==> src/rtl/food_sprite_pkg.sv <==
// Shared constants for the food sprite engine: geometry, colours, animation timing,
// and the legacy FSM / pulse-direction encodings.
package food_sprite_pkg;

  localparam int SPRITE_W     = 80;
  localparam int REL_BITS     = 7;
  localparam int COLOR_BITS   = 8;
  localparam int DOT_R        = 15;
  localparam int PWR_R_MIN    = 18;
  localparam int PWR_R_MAX    = 26;
  localparam int PULSE_DIV    = 4;
  localparam int BLINK_FRAMES = 15;

  localparam logic [COLOR_BITS-1:0] FOOD_COLOR = 8'hFF;
  localparam logic [COLOR_BITS-1:0] BG_COLOR   = 8'h00;

  localparam logic ST_PRESENT = 1'b0;
  localparam logic ST_EATEN   = 1'b1;

  localparam logic DIR_SHRINK = 1'b0;
  localparam logic DIR_GROW   = 1'b1;

  function automatic int cnt_width(input int n);
    return (n > 1) ? $clog2(n) : 1;
  endfunction

endpackage

==> src/rtl/food_anim_ctrl.sv <==
// Present/eaten FSM plus the power-pellet pulse radius and blink phase; presents the
// radius and visibility the disc pipeline should use this cycle.
module food_anim_ctrl
  import food_sprite_pkg::*;
#(
  parameter int REL_BITS     = food_sprite_pkg::REL_BITS,
  parameter int DOT_R        = food_sprite_pkg::DOT_R,
  parameter int PWR_R_MIN    = food_sprite_pkg::PWR_R_MIN,
  parameter int PWR_R_MAX    = food_sprite_pkg::PWR_R_MAX,
  parameter int PULSE_DIV    = food_sprite_pkg::PULSE_DIV,
  parameter int BLINK_FRAMES = food_sprite_pkg::BLINK_FRAMES
) (
  input  logic                clk,
  input  logic                rst,
  input  logic                frame_tick,
  input  logic                mode,
  input  logic                eaten,
  input  logic                respawn,
  output logic [REL_BITS-1:0] radius,
  output logic                visible,
  output logic                present
);

  localparam int PC_W = cnt_width(PULSE_DIV);
  localparam int BC_W = cnt_width(BLINK_FRAMES);

  localparam logic [REL_BITS-1:0] R_MIN = REL_BITS'(PWR_R_MIN);
  localparam logic [REL_BITS-1:0] R_MAX = REL_BITS'(PWR_R_MAX);
  localparam logic [REL_BITS-1:0] R_DOT = REL_BITS'(DOT_R);
  localparam logic [REL_BITS-1:0] R_ONE = REL_BITS'(1);
  localparam logic [PC_W-1:0]     PC_LAST = PC_W'(PULSE_DIV - 1);
  localparam logic [BC_W-1:0]     BC_LAST = BC_W'(BLINK_FRAMES - 1);

  logic                state_q, state_d;
  logic                mode_q;
  logic [REL_BITS-1:0] radius_q, radius_d;
  logic                dir_q, dir_d;
  logic                blink_on_q, blink_on_d;
  logic [PC_W-1:0]     pulse_cnt_q, pulse_cnt_d;
  logic [BC_W-1:0]     blink_cnt_q, blink_cnt_d;

  always_comb begin
    state_d     = state_q;
    radius_d    = radius_q;
    dir_d       = dir_q;
    blink_on_d  = blink_on_q;
    pulse_cnt_d = pulse_cnt_q;
    blink_cnt_d = blink_cnt_q;

    if (respawn)    state_d = ST_PRESENT;
    else if (eaten) state_d = ST_EATEN;

    // A respawn or entering pellet mode restarts the animation from its initial phase.
    if (respawn || (mode && !mode_q)) begin
      radius_d    = R_MAX;
      dir_d       = DIR_SHRINK;
      blink_on_d  = 1'b1;
      pulse_cnt_d = '0;
      blink_cnt_d = '0;
    end else if (mode && (state_q == ST_PRESENT) && frame_tick) begin
      if (pulse_cnt_q == PC_LAST) begin
        pulse_cnt_d = '0;
        if ((dir_q == DIR_SHRINK) && (radius_q > R_MIN))   radius_d = radius_q - R_ONE;
        else if ((dir_q == DIR_GROW) && (radius_q < R_MAX)) radius_d = radius_q + R_ONE;
        if (radius_d == R_MIN)      dir_d = DIR_GROW;
        else if (radius_d == R_MAX) dir_d = DIR_SHRINK;
      end else begin
        pulse_cnt_d = pulse_cnt_q + PC_W'(1);
      end

      if (blink_cnt_q == BC_LAST) begin
        blink_cnt_d = '0;
        blink_on_d  = !blink_on_q;
      end else begin
        blink_cnt_d = blink_cnt_q + BC_W'(1);
      end
    end
  end

  always_ff @(posedge clk) begin
    if (rst) begin
      state_q     <= ST_PRESENT;
      mode_q      <= 1'b0;
      radius_q    <= R_MAX;
      dir_q       <= DIR_SHRINK;
      blink_on_q  <= 1'b1;
      pulse_cnt_q <= '0;
      blink_cnt_q <= '0;
    end else begin
      state_q     <= state_d;
      mode_q      <= mode;
      radius_q    <= radius_d;
      dir_q       <= dir_d;
      blink_on_q  <= blink_on_d;
      pulse_cnt_q <= pulse_cnt_d;
      blink_cnt_q <= blink_cnt_d;
    end
  end

  assign present = (state_q == ST_PRESENT);
  assign visible = present && (!mode || blink_on_q);
  assign radius  = mode ? radius_q : R_DOT;

endmodule

==> src/rtl/food_sprite_engine.sv <==
// Two-stage disc pipeline for one food sprite: S1 centres the coordinate and latches the
// animation state, S2 does the squared-distance test and registers the colour.
module food_sprite_engine
  import food_sprite_pkg::*;
#(
  parameter int                               SPRITE_W     = food_sprite_pkg::SPRITE_W,
  parameter int                               REL_BITS     = food_sprite_pkg::REL_BITS,
  parameter int                               COLOR_BITS   = food_sprite_pkg::COLOR_BITS,
  parameter logic [COLOR_BITS-1:0]            FOOD_COLOR   = food_sprite_pkg::FOOD_COLOR,
  parameter logic [COLOR_BITS-1:0]            BG_COLOR     = food_sprite_pkg::BG_COLOR,
  parameter int                               DOT_R        = food_sprite_pkg::DOT_R,
  parameter int                               PWR_R_MIN    = food_sprite_pkg::PWR_R_MIN,
  parameter int                               PWR_R_MAX    = food_sprite_pkg::PWR_R_MAX,
  parameter int                               PULSE_DIV    = food_sprite_pkg::PULSE_DIV,
  parameter int                               BLINK_FRAMES = food_sprite_pkg::BLINK_FRAMES
) (
  input  logic                  clk,
  input  logic                  rst,
  input  logic                  frame_tick,
  input  logic                  mode,
  input  logic                  eaten,
  input  logic                  respawn,
  input  logic                  in_valid,
  input  logic [REL_BITS-1:0]   x,
  input  logic [REL_BITS-1:0]   y,
  output logic                  out_valid,
  output logic [COLOR_BITS-1:0] pixels,
  output logic                  present
);

  localparam int W     = REL_BITS + 1;
  localparam int SQ_W  = 2 * W;
  localparam int SUM_W = SQ_W + 1;

  localparam logic signed [W-1:0] CTR  = W'(SPRITE_W / 2);
  localparam logic        [W-1:0] WLIM = W'(SPRITE_W);

  logic [REL_BITS-1:0] radius;
  logic                visible;

  food_anim_ctrl #(
    .REL_BITS     (REL_BITS),
    .DOT_R        (DOT_R),
    .PWR_R_MIN    (PWR_R_MIN),
    .PWR_R_MAX    (PWR_R_MAX),
    .PULSE_DIV    (PULSE_DIV),
    .BLINK_FRAMES (BLINK_FRAMES)
  ) u_anim (
    .clk        (clk),
    .rst        (rst),
    .frame_tick (frame_tick),
    .mode       (mode),
    .eaten      (eaten),
    .respawn    (respawn),
    .radius     (radius),
    .visible    (visible),
    .present    (present)
  );

  logic                   v1_q, v2_q;
  logic                   oob_q, vis_q;
  logic signed [W-1:0]    dx_q, dy_q, dx_d, dy_d;
  logic [REL_BITS-1:0]    r_q;
  logic [COLOR_BITS-1:0]  pix_q, pix_d;

  logic signed [SQ_W-1:0] dx_sq, dy_sq;
  logic [SUM_W-1:0]       d2, r_ext, rr;

  assign dx_d = $signed({1'b0, x}) - CTR;
  assign dy_d = $signed({1'b0, y}) - CTR;

  assign dx_sq = dx_q * dx_q;
  assign dy_sq = dy_q * dy_q;
  assign d2    = {1'b0, dx_sq} + {1'b0, dy_sq};
  assign r_ext = {{(SUM_W-REL_BITS){1'b0}}, r_q};
  assign rr    = r_ext * r_ext;
  assign pix_d = (!oob_q && vis_q && (d2 < rr)) ? FOOD_COLOR : BG_COLOR;

  always_ff @(posedge clk) begin
    if (rst) begin
      v1_q  <= 1'b0;
      oob_q <= 1'b0;
      vis_q <= 1'b0;
      dx_q  <= '0;
      dy_q  <= '0;
      r_q   <= '0;
      v2_q  <= 1'b0;
      pix_q <= BG_COLOR;
    end else begin
      v1_q  <= in_valid;
      oob_q <= ({1'b0, x} >= WLIM) || ({1'b0, y} >= WLIM);
      vis_q <= visible;
      dx_q  <= dx_d;
      dy_q  <= dy_d;
      r_q   <= radius;
      v2_q  <= v1_q;
      pix_q <= pix_d;
    end
  end

  assign out_valid = v2_q;
  assign pixels    = pix_q;

endmodule

==> config.mk <==
export PLATFORM = sky130hd
export DESIGN_NAME = food_sprite_engine
export DESIGN_NICKNAME = d
export VERILOG_FILES = /design/src/rtl/food_sprite_pkg.sv /design/src/rtl/food_anim_ctrl.sv /design/src/rtl/food_sprite_engine.sv
export SDC_FILE = /design/constraint.sdc
export NUM_CORES = 1
export LEC_CHECK = 0
export BUFFER_PORTS_ARGS = -buffer_cell sky130_fd_sc_hd__buf_2
export CORE_MARGIN = 4
export CORE_UTILIZATION = 55
export DETAILED_ROUTE_END_ITERATION = 10
export GPL_ROUTABILITY_DRIVEN = 1
export MAX_ROUTING_LAYER = met4
export PLACE_DENSITY_LB_ADDON = 0.2
export SETUP_SLACK_MARGIN = 0.4
export SLEW_MARGIN = 20
export SYNTH_ARGS = -nofsm -noshare
export SYNTH_HDL_FRONTEND = slang
export SYNTH_HIERARCHICAL = 1
export SYNTH_SLANG_ARGS = --single-unit
==> constraint.sdc <==
create_clock -name clk -period 14.91 [get_ports clk]
set_input_delay 2.2365 -clock clk [delete_from_list [all_inputs] [get_ports clk]]
set_output_delay 2.2365 -clock clk [all_outputs]
set_load 0.005 [all_outputs]
# Word level (Yosys, flattened, before mapping)
# Cells that the tools add are included.
[op_classes] add_sub_neg=7 mul=3 div=0 order_cmp=5 eq_ne=4 n_shift=0 mux=11 bitwise_logic=3 n_reduce_logical=22
[op_table] op="two-way mux 7 bit" count=5
[op_table] op="multiplier 8 x 8 -> 16 bit" count=2
[op_table] op="adder 16 x 16 -> 17 bit" count=1
[op_table] op="less-than comparator 17 x 14 -> 1 bit" count=1
[op_table] op="subtractor 7 x 6 -> 8 bit (second input constant)" count=2
[op_table] op="equality test 7 x 5 -> 1 bit (second input constant)" count=2
[op_table] op="greater-or-equal comparator 7 bit (second input constant)" count=2
[op_table] op="multiplier 7 x 7 -> 14 bit" count=1
[op_table] op="logical AND 1 bit" count=8
[op_table] op="two-way mux 4 bit" count=2
[op_table] op="two-way mux 8 bit" count=1
[op_table] op="adder 7 x 1 -> 7 bit (second input constant)" count=1
[op_table] op="greater-than comparator 7 x 5 -> 1 bit (second input constant)" count=1
[op_table] op="less-than comparator 7 x 5 -> 1 bit (second input constant)" count=1
[op_table] op="subtractor 7 x 1 -> 7 bit (second input constant)" count=1
[op_table] op="OR reduction 2 bit" count=3
[op_table] op="adder 4 x 1 -> 4 bit (second input constant)" count=1
[op_table] op="equality test 4 bit (second input constant)" count=1
[op_table] op="zero test 1 bit" count=4
[op_table] op="AND reduction 2 bit" count=2
[op_table] op="logical OR 1 bit" count=3
[op_table] op="NOT 1 bit" count=3
[op_table] op="AND reduction 3 bit" count=1
[op_table] op="adder 2 x 1 -> 2 bit (second input constant)" count=1
[op_table] op="4 further kinds" count=5
[totals] regBits=52 latch_bits=0 mem_bits_rw=0 mem_bits_ro=0 input_bits=21 output_inout_bits=10 wordCells=71 memories=0

# Depth between registers and ports, before layout
[depth] ltp_word=10 depth_mapped=28 mapped_depth_nobuf=27

# Modules after synthesis
# Netlist, hierarchy kept.
[by_module_without_submodules] mod="food_sprite_engine" n_inst=1 cells_each=819 area_each_um2=7181.9 seq_area_each_um2=560.5
[by_module_without_submodules] mod="food_anim_ctrl" n_inst=1 cells_each=161 area_each_um2=1202.4 seq_area_each_um2=340.3

# Worst setup path before layout
# Ideal clock, no wire load.
[synth_timing] kind="reg-to-reg" from="register dx_q[7]" to="register pix_q[6] (netlist: pixels[6])" setup_time_ns=0.073 arrival_time_ns=5.544 required_time_ns=14.837 path_slack_ns=9.294 stages_incl_launch_ff=28 n_path_buf=1 synth_period_minus_slack_ns=5.616 path_cell_list="dfxtp_1 > clkbuf_1 > and2_1 > xnor2_1 > ha_1 > fa_1 > fa_1 > inv_1 > fa_1 > inv_1 > ha_1 > o21ai_0 > nor2_1 > o21a_1 > nor2_1 > xnor2_1 > ha_1 > a2111oi_0 > o21ai_1 > nand3_1 > nand2b_1 > a21oi_1 > xnor2_1 > ha_1 > o21a_1 > o21ai_0 > a21oi_1 > nor3_2"
[synth_via] elab_chain_cells=5
[synth_rtl] item="from (decl)" line="food_sprite_engine.sv:62" text="logic signed [W-1:0] dx_q, dy_q, dx_d, dy_d;"
[synth_rtl] item="from (signal assigned)" line="food_sprite_engine.sv:84" text="dx_q <= '0;"
[synth_rtl] item="from (signal assigned)" line="food_sprite_engine.sv:93" text="dx_q <= dx_d;"
[synth_rtl] item="multiplier 8 x 8 -> 16 bit" line="food_sprite_engine.sv:72" text="assign dx_sq = dx_q * dx_q;"
[synth_rtl] item="adder 16 x 16 -> 17 bit" line="food_sprite_engine.sv:74" text="assign d2 = {1'b0, dx_sq} + {1'b0, dy_sq};"
[synth_rtl] item="less-than comparator 17 x 14 -> 1 bit" line="food_sprite_engine.sv:77" text="assign pix_d = (!oob_q && vis_q && (d2 < rr)) ? FOOD_COLOR : BG_COLOR;"
[synth_rtl] item="logical AND 1 bit" line="food_sprite_engine.sv:77"
[synth_rtl] item="two-way mux 8 bit" line="food_sprite_engine.sv:77"
[synth_rtl] item="to (signal assigned)" line="food_sprite_engine.sv:97" text="pix_q <= pix_d;"
[synth_rtl] item="to (decl)" line="food_sprite_engine.sv:64" text="logic [COLOR_BITS-1:0] pix_q, pix_d;"
# Every way passes these cells.
# A chain may end at the register's enable or synchronous reset.

# Final worst setup path
[layout_timing] from="register dx_q[6]" to="register pix_q[6] (netlist: pixels[6])"
# The elaborated chain is that of the path after synthesis.

==> impl_metrics.env <==
export IMPL_numClockSinks=45
export IMPL_initial_core_util_pct=56.8
export IMPL_ys_warn_count=6
export IMPL_syn_nets=1215
export IMPL_leakagePower_nw=4.45
export IMPL_root_buffer="clkbuf_16"
export IMPL_final_cell_mix="179 x inv_1, 110 x ha_1, 104 x fa_1, 59 x nand2_1, 59 x xnor2_1"
export IMPL_endpoint_kind="flop"
export IMPL_final_util_pct=59.6
export IMPL_status="finished, final reports clean"
export IMPL_wl_microns=16200
export IMPL_muxShareOfSynthArea_pct=0.776
export IMPL_post_cts_resized=0
export IMPL_cts_buffer_depth=2
export IMPL_min_path_type="flop to flop"
export IMPL_slew_violations=0
export IMPL_maxCapViolCount=0
export IMPL_cp_start_kind="flop"
export IMPL_rsz0062_at_grt="no"
export IMPL_detailedPlace_worstSlack_ns=8.89
export IMPL_setup_ws_ns=8.86
export IMPL_crit_arrival_ns=6.28
export IMPL_grt_pass1_wl_microns=28900
export IMPL_synth_ff_type="dfxtp_1"
export IMPL_nNetsFinal=1220
export IMPL_async_flop_share_pct=0
export IMPL_clk_pin_slew_worst_paths_ns=0.07
export IMPL_synth_top_family_by_area="adder cells"
export IMPL_seq_area_frac_synth_pct=10.7
export IMPL_nFillCells=1347
export IMPL_wl_per_cell_microns=13.8
export IMPL_max_freq_ghz=0.165
export IMPL_clock_latency_ns=0.29
export IMPL_grt_pass1_vias=6316
export IMPL_grt_use_total_pct=20.2
export IMPL_cp_max_fo=10
export IMPL_grt_antenna_before_repair=0
export IMPL_synth_edf_count=0
export IMPL_period_minus_slack_ns=6.05
export IMPL_min_delay_path_depth=2
export IMPL_synth_compound_area_share_pct=12.9
export IMPL_vias=6352
export IMPL_setup_violations=0
export IMPL_htreeDepth=2
export IMPL_dr_pass1_iters=5
export IMPL_die_h_microns=131
export IMPL_syn_inst=980
export IMPL_grt_max_degree=31
export IMPL_ys_types=72
export IMPL_reg2reg_slack_ns=8.86
export IMPL_drt_iter0_markers=270
export IMPL_synth_area_sq_um=8380
export IMPL_fin_area_sq_um=8790
export IMPL_layout_commonest_cell="inv_1"
export IMPL_synthXorXnorAreaFrac_pct=7.10
export IMPL_hold_start="u_anim/pulse_cnt_q[1]"
export IMPL_synth_simple_gate_area_share_pct=17.5
export IMPL_hold_buffers=0
export IMPL_area_growth_synth_to_final_pct=4.82
export IMPL_layout_drive_gt1_share_pct=5.98
export IMPL_place_area_sq_um=8620
export IMPL_holdPathEnd="u_anim/pulse_cnt_q[1]"
export IMPL_synth_avg_cell_area_sq_um=8.56
export IMPL_relSlewSlack_pct=56.3
export IMPL_power_density_nw_per_um2=85.0
export IMPL_post_cts_setup_buffer_count=0
export IMPL_io_pins=31
export IMPL_worstReg2RegStart="dx_q[6]"
export IMPL_ir_worst_vdd_mv=0.0692
export IMPL_cts_buffers=5
export IMPL_drc=0
export IMPL_r2r_end="pixels[6]"
export IMPL_ant_nets=0
export IMPL_overflow=0
export IMPL_via_per_inst=5.43
export IMPL_worst_slew_pin_transition_ns=0.656
export IMPL_ys_ff_latch=45
export IMPL_fin_crit_sh_pct=40.6
export IMPL_n_antenna_cell=0
export IMPL_dp_hpwl_microns=13600
export IMPL_setup_tns_final_ns=0
export IMPL_cp_required_ns=15.13
export IMPL_fin_skew_ns=0.00307
export IMPL_core_sq_um=14800
export IMPL_crit_type="flop to flop"
export IMPL_die_area_sq_um=17300
export IMPL_place_congestion=0.917
export IMPL_die_x_microns=131
export IMPL_synth_fa_ha_area_share_pct=41.2
export IMPL_r2r_cells=25
export IMPL_cts_tree="yes"
export IMPL_rows=44
export IMPL_portBuffers=30
export IMPL_finalHoldViolCount=0
[power by group]
part | switching (mW) | leakage, nW | internal, mW
Sequential | 0.0108 | 0.370 | 0.125
Combinational | 0.263 | 3.99 | 0.216
Clock | 0.0521 | 0.0848 | 0.0804
[synth_stat cells (4+ instances only)]
cell type  number  share of area, %
o21a_1         10              0.90
and2_1         46               3.4
mux2_2          4              0.54
o21ai_0        28               1.7
a21o_1          9              0.81
xnor2_1        59               6.2
nand2_1        59               2.6
a31oi_1         5              0.37
or3_1           5              0.37
xor2_1          9              0.94
a21oi_1        43               2.6
a31o_2          5              0.52
nor2b_1        39               2.9
fa_1          104                25
buf_4           7              0.63
o211ai_1        6              0.54
nand3_1        14              0.84
o21bai_1        4              0.36
nor3_1         23               1.4
or2_2           4              0.30
ha_1          110                16
dfxtp_1        45                11
o21ai_1         4              0.24
and3_1          6              0.45
nor2_1         47               2.1
a211oi_1       10              0.90
inv_1         179               8.0
clkbuf_1       22              0.98
nand2b_1       13              0.97
[metrics by stage]
| stage | power (mW) | hold WS (ns) | std cells |
|---|---|---|---|
| global placement | 0.613 | 0.441 | 1162 |
| floorplan | 0.525 | 0.414 | 980 |
| global route | 0.832 | 0.479 | 1170 |
| detailed placement | 0.615 | 0.455 | 1162 |
| CTS | 0.754 | 0.465 | 1170 |
| finish | 0.747 | 0.462 | 1170 |
[worst max-delay path: stages, from the launching register on]
cell and delay, ns:
dfxtp_1 0.55, inv_1 0.13, nor2_1 0.21, inv_1 0.09, fa_1 0.51, inv_1 0.06, fa_1 0.50, fa_1 0.54
inv_1 0.06, fa_1 0.53, inv_1 0.04, ha_1 0.32, o21ai_0 0.13, nor2_1 0.07, nor2_1 0.15, xnor2_1 0.08
ha_1 0.37, a21o_1 0.22, a41oi_2 0.25, o21bai_1 0.09, a21oi_1 0.18, xnor2_1 0.09, ha_1 0.20, nor4b_1 0.31
nand2_1 0.11, nor3_2 0.17
[state kept, by name, summed over array words and instances (netlist names), 2 cells and up]
signal              count
u_anim/blink_cnt_q      4
dy_q                    8
dx_q                    8
r_q                     7
u_anim/radius_q         7
u_anim/pulse_cnt_q      2
[area by class of cell]
| cell class | count | area (sq um) | area share (%) |
|---|---|---|---|
| multi-input cells | 724 | 6660 | 75.8 |
| clock inverters | 3 | 47.5 | 0.541 |
| well taps | 184 | 230 | 2.62 |
| inverters | 179 | 672 | 7.65 |
| flip-flops and latches | 45 | 901 | 10.3 |
| clock buffers | 5 | 125 | 1.42 |
| repair buffers | 30 | 150 | 1.71 |
[worst max path at each step]
stage             from   endpoint  slack (ns)  cells after the start
6_report       dx_q[6]  pixels[6]        8.86                     25
3_3_place_gp   dx_q[6]  pixels[6]        8.98                     25
2_1_floorplan  dx_q[7]  pixels[6]        9.29                     27
3_5_place_dp   dx_q[6]  pixels[6]        8.89                     25
4_1_cts        dx_q[6]  pixels[6]        8.85                     25
5_1_grt        dx_q[7]  pixels[6]        8.41                     26
[layer usage]
metal | track usage, % | part of all wire [%] | vias up | wire length, microns
li1 | - | - | 3202 | -
met1 | 26.9 | 47 | 3014 | 7590
met2 | 33.8 | 48 | 122 | 7720
met3 | 1.99 | 3.9 | 14 | 631
met4 | 4.03 | 1.3 | 0 | 216
met5 | - | 0 | - | 0
[cell families after synthesis]
group / after synthesis
XOR/XNOR: 68
adder cells (fa/ha/maj): 214
AND/OR/NAND/NOR: 278
multiplexers: 6
buffers and inverters: 211
AO/OA/AOI/OAI: 158
flip-flops: 45
No activity file was read; power rests on OpenSTA's default activity.
